`src/rtl/mem_req_arbiter.sv`:
```
// Arbitrates icache/dcache block requests onto the single main_mem request channel and routes
// read responses back by cache type. Define MEM_REQ_ARB_RR_EN for pure round-robin arbitration.
`ifndef MAIN_MEM_BLOCK_ADDR_WIDTH
`define MAIN_MEM_BLOCK_ADDR_WIDTH 32
`endif
`ifndef BLOCK_DATA_WIDTH
`define BLOCK_DATA_WIDTH 64
`endif

module mem_req_arbiter #(
  parameter int ADDR_W          = `MAIN_MEM_BLOCK_ADDR_WIDTH,
  parameter int DATA_W          = `BLOCK_DATA_WIDTH,
  parameter int MAX_OUTSTANDING = 4,
  parameter int STARVE_LIMIT    = 8
) (
  input  logic              clk,
  input  logic              rst_aL,
  input  logic              icache_req_valid,
  input  logic [ADDR_W-1:0] icache_req_block_addr,
  output logic              icache_req_ready,
  input  logic              dcache_req_valid,
  input  logic              dcache_req_type,
  input  logic [ADDR_W-1:0] dcache_req_block_addr,
  input  logic [DATA_W-1:0] dcache_req_block_data,
  output logic              dcache_req_ready,
  output logic              mem_req_valid,
  output logic              mem_req_cache_type,
  output logic              mem_req_type,
  output logic [ADDR_W-1:0] mem_req_block_addr,
  output logic [DATA_W-1:0] mem_req_block_data,
  input  logic              mem_resp_valid,
  input  logic              mem_resp_cache_type,
  input  logic [DATA_W-1:0] mem_resp_block_data,
  output logic              icache_resp_valid,
  output logic [DATA_W-1:0] icache_resp_block_data,
  output logic              dcache_resp_valid,
  output logic [DATA_W-1:0] dcache_resp_block_data,
  output logic              protocol_err
);

  localparam int               CNT_W   = 4;
  localparam logic [CNT_W-1:0] MAX_CNT = CNT_W'(MAX_OUTSTANDING);

  logic [CNT_W-1:0] r_outstanding;
  logic             r_protocol_err;
  logic             w_full;
  logic             w_i_ok;
  logic             w_d_ok;
  logic             w_i_prio;
  logic             w_grant_i;
  logic             w_grant_d;
  logic             w_accept_read;
  logic             w_resp_dec;

  // A write bypasses the capacity check, so it can overtake a blocked read.
  assign w_full    = (r_outstanding == MAX_CNT);
  assign w_i_ok    = icache_req_valid & ~w_full;
  assign w_d_ok    = dcache_req_valid & (dcache_req_type | ~w_full);
  assign w_grant_i = w_i_ok & (w_i_prio | ~w_d_ok);
  assign w_grant_d = w_d_ok & (~w_i_prio | ~w_i_ok);

  assign w_accept_read = w_grant_i | (w_grant_d & ~dcache_req_type);
  assign w_resp_dec    = mem_resp_valid & (r_outstanding != '0);

`ifdef MEM_REQ_ARB_RR_EN
  logic r_last_d;

  assign w_i_prio = r_last_d;

  always_ff @(posedge clk or negedge rst_aL) begin
    if (!rst_aL) begin
      r_last_d <= 1'b0;
    end else if (w_grant_i) begin
      r_last_d <= 1'b0;
    end else if (w_grant_d) begin
      r_last_d <= 1'b1;
    end
  end
`else
  typedef enum logic {ARB, ICACHE_PRIO} state_t;

  localparam logic [7:0] STARVE_CNT = 8'(STARVE_LIMIT);

  state_t     r_state;
  state_t     w_state_nxt;
  logic [7:0] r_starve;
  logic [7:0] w_starve_nxt;

  assign w_i_prio = (r_state == ICACHE_PRIO);

  // NOTE: every always_comb output gets a default first so no path can infer a latch.
  always_comb begin
    w_state_nxt  = r_state;
    w_starve_nxt = r_starve;
    case (r_state)
      ARB: begin
        if (icache_req_valid && !w_grant_i) begin
          w_starve_nxt = r_starve + 8'd1;
          if (w_starve_nxt == STARVE_CNT) w_state_nxt = ICACHE_PRIO;
        end else begin
          w_starve_nxt = '0;
        end
      end
      ICACHE_PRIO: begin
        if (w_grant_i || !icache_req_valid) begin
          w_starve_nxt = '0;
          w_state_nxt  = ARB;
        end
      end
      default: begin
        w_starve_nxt = '0;
        w_state_nxt  = ARB;
      end
    endcase
  end

  always_ff @(posedge clk or negedge rst_aL) begin
    if (!rst_aL) begin
      r_state  <= ARB;
      r_starve <= '0;
    end else begin
      r_state  <= w_state_nxt;
      r_starve <= w_starve_nxt;
    end
  end
`endif

  // NOTE: sequential state uses non-blocking assignments so all flops update from pre-edge values.
  always_ff @(posedge clk or negedge rst_aL) begin
    if (!rst_aL) begin
      mem_req_valid      <= 1'b0;
      mem_req_cache_type <= 1'b0;
      mem_req_type       <= 1'b0;
      mem_req_block_addr <= '0;
      mem_req_block_data <= '0;
    end else begin
      mem_req_valid <= w_grant_i | w_grant_d;
      if (w_grant_d) begin
        mem_req_cache_type <= 1'b1;
        mem_req_type       <= dcache_req_type;
        mem_req_block_addr <= dcache_req_block_addr;
        mem_req_block_data <= dcache_req_block_data;
      end else if (w_grant_i) begin
        mem_req_cache_type <= 1'b0;
        mem_req_type       <= 1'b0;
        mem_req_block_addr <= icache_req_block_addr;
        mem_req_block_data <= '0;
      end
    end
  end

  always_ff @(posedge clk or negedge rst_aL) begin
    if (!rst_aL) begin
      r_outstanding  <= '0;
      r_protocol_err <= 1'b0;
    end else begin
      case ({w_accept_read, w_resp_dec})
        2'b10:   r_outstanding <= r_outstanding + 1'b1;
        2'b01:   r_outstanding <= r_outstanding - 1'b1;
        default: r_outstanding <= r_outstanding;
      endcase
      if (mem_resp_valid && (r_outstanding == '0)) r_protocol_err <= 1'b1;
    end
  end

  // Combinational outputs are forced low while reset is held.
  assign icache_req_ready       = rst_aL & w_grant_i;
  assign dcache_req_ready       = rst_aL & w_grant_d;
  assign icache_resp_valid      = rst_aL & mem_resp_valid & ~mem_resp_cache_type;
  assign dcache_resp_valid      = rst_aL & mem_resp_valid & mem_resp_cache_type;
  assign icache_resp_block_data = {DATA_W{rst_aL}} & mem_resp_block_data;
  assign dcache_resp_block_data = {DATA_W{rst_aL}} & mem_resp_block_data;
  assign protocol_err           = r_protocol_err;

endmodule

```
`config.mk`:
```
export PLATFORM = sky130hd
export DESIGN_NAME = mem_req_arbiter
export DESIGN_NICKNAME = d
export VERILOG_FILES = /design/src/rtl/mem_req_arbiter.sv
export SDC_FILE = /design/constraint.sdc
export NUM_CORES = 1
export LEC_CHECK = 0
export CAP_MARGIN = 20
export CORE_AREA = 4 4 166 168
export CTS_BUF_LIST = sky130_fd_sc_hd__clkbuf_8
export CTS_CLUSTER_DIAMETER = 200
export CTS_CLUSTER_SIZE = 10
export DETAILED_ROUTE_END_ITERATION = 12
export DIE_AREA = 0 0 170 172
export PLACE_DENSITY = 0.6
export SLEW_MARGIN = 20
export SYNTH_ARGS = -nofsm -noshare
export SYNTH_HDL_FRONTEND = slang
export SYNTH_SLANG_ARGS = --single-unit
```
`constraint.sdc`:
```
create_clock -name clk -period 2.35 [get_ports clk]
set_input_delay 0.3525 -clock clk [delete_from_list [all_inputs] [get_ports clk]]
set_output_delay 0.3525 -clock clk [all_outputs]
set_load 0.02 [all_outputs]
```
==> run metrics <==
fin cells 1,227; Sequential Power Share around 34%; dpl cells 1,189; drt pass-1 iters 4; post-synthesis sequential area ratio 50.6%; post-route setup slack -0.0296 ns; via count roughly 5,300; fin crit share 101%; CP startpoint kind flop; clock transition at the registers of the reported paths approximately 0.090 ns; register-to-register setup slack 0.14 ns; Final Max Slew Viols 0; Final nets ~1,100; Critical Path End Type primary output; Post-Route WL between 20,000 and 25,000 um; first-pass GRT wire length about 33,000 um; CTS Buffer Depth 2; Via-to-Cell Ratio between 4 and 5; Final setup viols 1; Ys Warns 0; clock power share about a quarter; Clock Root Buffer clkbuf_8; cell area power density 711 nW/um2; CTS Sinks between 100 and 150; area grow syn2layout 86.4%; RSZ-0062 raised after global routing true; number of nets still failing antenna checks after routing 0; failing checks negative setup slack; CTS buffer count 17; CP max FO 4; Die Y 172 um; sw frac a little over a third; Synth Register Bits about 110; Starting Density between 20% and 30%; asr flop ratio synth 100%; CP arrival roughly 2.0 ns; Die Footprint between 20,000 and 30,000 um2; syn_area_per_cell roughly 11 um2; Die X 170 um; slew margin rel. between 60% and 70%; Static Leak about 4.2 nW; TritonCTS clock tree yes; Setup CP Type reg2out; Clk Latency, worst-skew pair about 0.44 ns; total power 7.41 mW; # IOs approximately 430; MaxCap Viol Count 0; H-tree Lvls 4; initial antenna violation count 4; Final Hold Viols 0; Synth Net Count around 700; vias in the first global route approximately 5,600; fmax between 0.4 and 0.5 GHz; clk_skew between 0.02 and 0.025 ns; Netlist cell types 38; status complete, but fails checks; internal power 4.78 mW; Mapped Area 5590 um2; share of layout cells above drive strength 1 16.3%; drt wl/cell about 19 um; # port buffers 430; Psw roughly 2.6 mW; Placer Congestion 0.802; Post-Syn Instances 486; minimum clock period 2.38 ns; Hold Path Class in2async; All-Layer GR Usage 14.8%; top_reg_cell synth dfrtp_1; Residual DRC 0; GRT overflow 0; Post-DP HPWL 17,700 um; CORE AREA around 26,000 um2; Comb pwr share 40.7%; row count between 50 and 60; Initial DRC Count about 210; Worst-Margin Slew roughly 0.58 ns; EDFF count, synth 0; Max rail drop VDD 0.317 mV; largest net degree at the start of global routing 65; CP required around 2 ns
## layout by cell type (no fill, tap or decap), drive strengths merged, types with 2 or more instances in the layout
| cell | count |
|---|---|
| ha | 5 |
| and2 | 66 |
| o221a | 32 |
| xnor2 | 6 |
| a22o | 64 |
| nand2b | 2 |
| xor2 | 6 |
| nor3 | 4 |
| and3 | 3 |
| diode | 3 |
| clkinvlp | 4 |
| clkinv | 2 |
| nor4b | 2 |
| inv | 11 |
| buf | 38 |
| clkdlybuf4s50 | 427 |
| nand2 | 9 |
| nor2 | 13 |
| o21ai | 4 |
| or2 | 33 |
| nor2b | 2 |
| dfrtp | 113 |
| nor4 | 2 |
| a21oi | 4 |
| clkbuf | 19 |
| nand3b | 2 |
| mux2 | 2 |
| nand3 | 4 |
## power by group through the flow
stage               combinational (mW)  sequential [mW]  clock (mW)
finish                            3.02             2.50        1.90
global route                      3.20             2.55        2.07
CTS                               3.02             2.50        1.99
detailed placement                2.98             2.53           0
global placement                  2.97             2.53           0
floorplan                         1.02             2.93           0
## synthesized netlist by cell type, types with 2 or more instances
| master | number | share of area, % |
|---|---|---|
| a21oi_1 | 4 | 0.36 |
| a22o_1 | 64 | 10 |
| and2_1 | 65 | 7.3 |
| and3_1 | 3 | 0.34 |
| buf_2 | 7 | 0.63 |
| buf_4 | 71 | 9.5 |
| buf_6 | 7 | 1.4 |
| clkbuf_1 | 11 | 0.74 |
| dfrtp_1 | 113 | 51 |
| ha_1 | 5 | 1.1 |
| inv_1 | 3 | 0.20 |
| nand2_1 | 9 | 0.60 |
| nand2b_1 | 2 | 0.22 |
| nand3_1 | 4 | 0.36 |
| nand3b_1 | 2 | 0.27 |
| nor2_1 | 13 | 0.87 |
| nor2b_1 | 2 | 0.22 |
| nor3_1 | 4 | 0.36 |
| nor4_1 | 2 | 0.22 |
| nor4b_1 | 2 | 0.31 |
| o21ai_0 | 3 | 0.27 |
| o221a_2 | 32 | 6.4 |
| or2_2 | 33 | 3.7 |
| xnor2_1 | 6 | 0.94 |
| xor2_1 | 6 | 0.94 |
## registers in the layout, summed over array words and instances, names as in the netlist
signal	flops
mem_req_block_data	64
r_state	1
mem_req_type	1
mem_req_block_addr	32
protocol_err	1
r_outstanding	4
mem_req_cache_type	1
r_starve	8
mem_req_valid	1
## path summary, 6_finish.rpt
kind,to,depth (start not counted),start
max in group asynchronous,mem_req_block_addr[2],3,rst_aL
setup / recovery,dcache_req_ready,4,r_outstanding[3]
min in group clk,protocol_err,1,protocol_err
setup reg to reg,mem_req_block_addr[30],7,r_outstanding[3]
hold / removal,mem_req_block_data[58],3,rst_aL
hold reg to reg,protocol_err,1,protocol_err
## cell type report
type / instances / area (um2)
fillers: 2497 / 15500
repair buffers: 467 / 4660
flip-flops and latches: 113 / 2830
multi-input cells: 273 / 2090
well taps: 335 / 419
clock buffers: 18 / 248
clock inverters: 14 / 146
inverters: 4 / 15.0
diodes: 3 / 7.51
## critical path, stage by stage (launching register included)
cell and delay [ns]:
dfrtp_1 0.39, or4b_4 0.57, mux2_4 0.32, and3_4 0.18
buf_6 0.12
## routing by layer
metal	wire length (um)	part of all wire, %	GRT usage [%]
met4	342	1.5	4.97
met2	11700	51	26.0
met1	8870	38	16.9
met5	0	0	0
met3	2190	9.5	5.21
## timing repair
| action | CTS | global route |
|---|---|---|
| endpoints found under the hold margin | 38 | 0 |
| pin swaps | 1 | 0 |
| hold buffers | 2 | 0 |
| endpoints found under the setup margin | 2 | 4 |
| buffers inserted | 1 | 0 |
| gates resized for setup | 12 | 5 |
## cells by family (layout without fill, tap and decap cells)
| family | after synthesis | after routing | synth area share [%] |
|---|---|---|---|
| buffers and inverters | 100 | 503 | 12.6 |
| XOR/XNOR | 12 | 12 | 1.88 |
| AO/OA/AOI/OAI | 108 | 108 | 17.8 |
| multiplexers | 3 | 3 | 0.649 |
| other | 0 | 3 | 0 |
| flip-flops | 113 | 113 | 50.6 |
| adder cells (fa/ha/maj) | 5 | 5 | 1.12 |
| AND/OR/NAND/NOR | 145 | 145 | 15.4 |
## stage by stage
stage | instance area (um2) | setup slack (ns) | utilization [%] | hold slack, ns | TNS [ns]
finish | 10400 | -0.0296 | 40.2 | 0.0385 | -0.0296
floorplan | 5590 | 0.108 | - | 0.0569 | 0
global placement | 9950 | -0.0768 | 38.4 | 0.315 | -0.156
global route | 10400 | -0.117 | 40.2 | 0.0386 | -0.157
detailed placement | 9950 | -0.142 | 38.4 | 0.312 | -0.278
CTS | 10400 | -0.0712 | 40.1 | 0.0303 | -0.0712
Note: power is estimated with default switching activity, not from simulation.
